===== src/rtl/fifo_stream_reader.sv =====
// Read-side consumer for the 8-bit synchronous FIFO.
// Prefetches into a 3-entry buffer and emits a valid/ready byte stream.
module fifo_stream_reader #(
    parameter int DATA_WIDTH = 8,
    parameter int CNT_WIDTH  = 16
) (
    input  logic                  clk,
    input  logic                  rst,
    input  logic                  fetch_en,
    input  logic                  fifo_empty,
    output logic                  fifo_rd_en,
    input  logic [DATA_WIDTH-1:0] fifo_data,
    output logic                  m_valid,
    input  logic                  m_ready,
    output logic [DATA_WIDTH-1:0] m_data,
    output logic [CNT_WIDTH-1:0]  bytes_sent
);

    logic [1:0]            occ;
    logic [1:0]            head;
    logic [1:0]            tail;
    logic                  in_flight;
    logic [DATA_WIDTH-1:0] mem [3];
    logic [2:0]            level;
    logic                  pop;

    function automatic logic [1:0] wrap_inc(input logic [1:0] idx);
        return (idx == 2'd2) ? 2'd0 : idx + 2'd1;
    endfunction

    // Bytes buffered plus the one still in the FIFO's output register.
    assign level = {1'b0, occ} + {2'b00, in_flight};

    assign fifo_rd_en = !rst && fetch_en && !fifo_empty
                        && (level <= 3'd2);

    assign m_valid = (occ != 2'd0);
    assign m_data  = mem[head];
    assign pop     = m_valid && m_ready;

    always_ff @(posedge clk) begin
        if (rst) begin
            occ        <= 2'd0;
            head       <= 2'd0;
            tail       <= 2'd0;
            in_flight  <= 1'b0;
            bytes_sent <= '0;
            for (int i = 0; i < 3; i++) begin
                mem[i] <= '0;
            end
        end else begin
            in_flight <= fifo_rd_en;
            // fifo_data is only sampled the cycle after a read.
            if (in_flight) begin
                mem[tail] <= fifo_data;
                tail      <= wrap_inc(tail);
            end
            if (pop) begin
                head       <= wrap_inc(head);
                bytes_sent <= bytes_sent + CNT_WIDTH'(1);
            end
            occ <= occ + {1'b0, in_flight} - {1'b0, pop};
        end
    end

endmodule

===== config.mk =====
export PLATFORM = sky130hd
export DESIGN_NAME = fifo_stream_reader
export DESIGN_NICKNAME = d
export VERILOG_FILES = /design/src/rtl/fifo_stream_reader.sv
export SDC_FILE = /design/constraint.sdc
export NUM_CORES = 1
export LEC_CHECK = 0
export CAP_MARGIN = 0
export CORE_MARGIN = 10
export CORE_UTILIZATION = 53
export CTS_CLUSTER_SIZE = 25
export DETAILED_ROUTE_END_ITERATION = 10
export GPL_TIMING_DRIVEN = 0
export HOLD_SLACK_MARGIN = 0.02
export PLACE_DENSITY = 0.81
export SLEW_MARGIN = 20
export SYNTH_ARGS = -nofsm -noshare
export SYNTH_HDL_FRONTEND = slang
export SYNTH_SLANG_ARGS = --single-unit

===== constraint.sdc =====
create_clock -name clk -period 1.93 [get_ports clk]
set_input_delay 0.386 -clock clk [delete_from_list [all_inputs] [get_ports clk]]
set_output_delay 0.386 -clock clk [all_outputs]
set_load 0.01 [all_outputs]

==> summary.txt <==
Run status
  – Outcome: finished with violations
  – Failing checks: setup timing

Clock tree
  – H-tree Lvls: 3
  – Clk slew on worst S/H paths: ~0.060 ns
  – Clock Latency Late Sink: 0.33 ns
  – CTS Buffer Depth: 2
  – Total CTS buffers: 9
  – CTS Hold Bufs: 0
  – Clk sink count: 57
  – Root Buffer: clkbuf_8
  – CTS tree: done

Layout
  – Layout cells sized above 1: about a quarter
  – Non-Filler Instances: 310
  – Nets@finish: between 200 and 300
  – Register Area: about 0.0015 mm²
  – Layout area overhead: 26.5%
  – N_diodes: 0
  – Filler instances: 372
  – Most common cell after layout, fill and taps aside: edfxtp_1
  – Most frequent cells in the layout: 32 x edfxtp_1, 27 x clkdlybuf4s50_1, 24 x nor2_1, 21 x dfxtp_1, 17 x and2_1
  – Design area: about 0.0032 mm²
  – Area of the multi-input gates: 0.00110 mm²

Logic synthesis
  – Synth Flop Type: edfxtp_1
  – Syn Inst Count: about 200
  – Post-synth top area cell: edfxtp_1
  – Warnings, synthesis: 0
  – Post-synth EDFFs: 32
  – FFs w/ async S/R, synth: 0%
  – Seq/Total Area, Yosys: 57.3%
  – Largest cells by area after synthesis: edfxtp_1 38%, dfxtp_1 20%, mux4_2 7.1%
  – Syn avg cell area: approximately 13 µm²
  – Netlist cell types: 38
  – FF+latch count, synth: 57
  – Syn nets: 219
  – Post-synth top area share: between 30% and 40%
  – Post-Syn Area: roughly 0.0025 mm²

Critical path
  – CP delay by family, top: flip-flops
  – Critical Path AT: 1.56 ns
  – Max stage delay on crit path: roughly 0.35 ns
  – CP endpoint kind: output port
  – Crit path kind: flip-flop to output port
  – Worst Path Buf+Inv: 1
  – CP Max Fanout: 2
  – Critical Path, Cell by Cell: ha_4 -> ha_2 -> nor2_4 -> a21oi_4 -> nor4b_2 -> buf_2
  – Slowest cell on the critical path: dfxtp_4
  – CP required: 1.54 ns
  – CP startpoint kind: flip-flop

Global routing
  – First-pass GRT wire length: 8580 µm
  – Initial antenna violation count: 0
  – Vias in the first global route: ~1800
  – GRT Total Usage: about 14%
  – Largest net degree at the start of global routing: 11
  – Grt total ovfl: 0

STA
  – Final Max Tran Viols: 0
  – Setup TNS Final: -0.0120 ns
  – RSZ-0062 raised after global routing: true
  – Slew at the pin closest to its max-slew limit: between 0.6 and 0.7 ns
  – Final setup viols: 1
  – Slew Limit Headroom: about three fifths
  – Final Cycle Share: 101%
  – Skew final: about 0.0066 ns
  – F_max: roughly 500 MHz
  – Final setup margin: -0.0120 ns
  – Hold Violations, Final: 0
  – Minimum clock period: between 1.5 and 2 ns

Die
  – Total Die Area: ~0.008 mm²
  – Rows: 25
  – Die Span Y: 89.4 µm
  – IO Count: 39
  – Initial Util: 54.3%
  – Core area: roughly 0.0047 mm²
  – Chip width: 89.4 µm

Power
  – Leak: between 1 and 1.5 nW
  – Internal Pwr Total: approximately 2.2 mW
  – Logic pwr share: a little under a quarter
  – Peak supply drop: 0.658 mV
  – Pwr per Cell Area: 945 mW/mm²
  – Sw Share: between 20 and 30%
  – Clock share of power: between 20 and 30%
  – Part of the power in registers: ~47%
  – Switching power: between 800 and 900 µW

Place
  – Total placed instance area: ~0.003 mm²
  – Detailed Place HPWL: 3480 µm
  – Pre-CTS WS: -0.544 ns
  – Routability cong.: 0.780
  – Port Buf Inserts: 38
  – Placed cells: between 200 and 300

Detailed routing
  – WL/cell: about 17 µm
  – Drt initial violations: approximately 110
  – DR DRC count: 0
  – DRT Pass-1 Iters: 4
  – Via count: about 1700
  – Post-Route WL: ~5300 µm
  – Avg Vias per Cell: ~5.5
  – Antenna-violating nets left: 0

Worst hold path
  – Hold crit path type: flip-flop to flip-flop

Run
  – Max Cap Viol: 0
## layout make-up
type                    count  area share (%)
clock inverters             4           0.620
flip-flops and latches     57            45.5
repair buffers             41            11.3
inverters                   4           0.543
multi-input cells         131            34.2
clock buffers              12            4.19
well taps                  54            2.09
plain buffers               7            1.47
## worst register-to-register path, delay by kind of cell, from the launching register on
kind | cells | cell delay (ns)
simple gates | 4 | 0.74
buf+inv | 2 | 0.44
flops | 1 | 0.35
## synth_stat cells (2+ instances only)
cell	instances
buf_1	3
and2_1	17
xor2_1	5
dfxtp_1	25
mux2i_1	2
mux4_2	8
and3_1	9
edfxtp_1	32
ha_1	5
xnor2_1	10
nor4b_1	2
nor2_1	26
nand4_4	2
nor4_2	3
a21oi_1	5
nand3_1	4
nor2b_1	3
buf_2	4
clkbuf_1	2
nand2_1	6
inv_1	4
nor3_1	6
or2_2	3
## state kept, by name, indices dropped and copies added, names as in the netlist, named ones only
signal / flops
bytes_sent: 16
mem: 32
head: 2
tail: 2
occ: 2
in_flight: 1
## final timing paths
| kind | start | endpoint | slack [ns] | cells past startpoint |
|---|---|---|---|---|
| hold reg to reg | bytes_sent[15] | bytes_sent[15] | 0.55 | 2 |
| setup / recovery | occ[0] | fifo_rd_en | -0.01 | 6 |
| setup reg to reg | in_flight | mem[2][1] | 0.09 | 6 |
| hold / removal | bytes_sent[15] | bytes_sent[15] | 0.55 | 2 |
## what timing repair did
item                                    4_1_cts  5_1_grt
gates resized for setup                      57       12
buffers inserted                              2        1
endpoints found under the setup margin       18       22
pin swaps                                     3        5
## layer usage
metal	share of wire, %	global-route usage (%)
met1	42	16.5
met5	0	0
met2	49	22.4
met3	8.2	7.47
met4	1.3	6.07
## power groups by stage
stage	combinational, mW	clock [mW]	sequential, mW
after floorplan	0.379	0	1.43
after global placement	0.615	0	1.43
after detailed placement	0.626	0	1.44
after CTS	0.662	0.922	1.42
after global routing	0.802	0.984	1.43
final	0.722	0.901	1.42
## cells by family after synthesis
| kind of cell | after synthesis | synth area share, % |
|---|---|---|
| and+or+nand+nor | 87 | 20.6 |
| DFF | 57 | 57.3 |
| xor gates and xnor gates | 15 | 5.15 |
| buffers and inverters | 13 | 2.11 |
| AOI/OAI and AO/OA | 12 | 3.68 |
| muxes | 12 | 8.73 |
| adders and majority gates | 5 | 2.45 |
## through the flow
step | hold WS [ns] | util (%) | total power, mW
after detailed placement | 0.535 | 63.9 | 2.06
after global placement | 0.516 | 63.9 | 2.05
after CTS | 0.549 | 67.8 | 3.00
after floorplan | 0.465 | - | 1.81
final | 0.554 | 68.8 | 3.05
after global routing | 0.572 | 68.8 | 3.22
(Power assumes the default switching activity.)
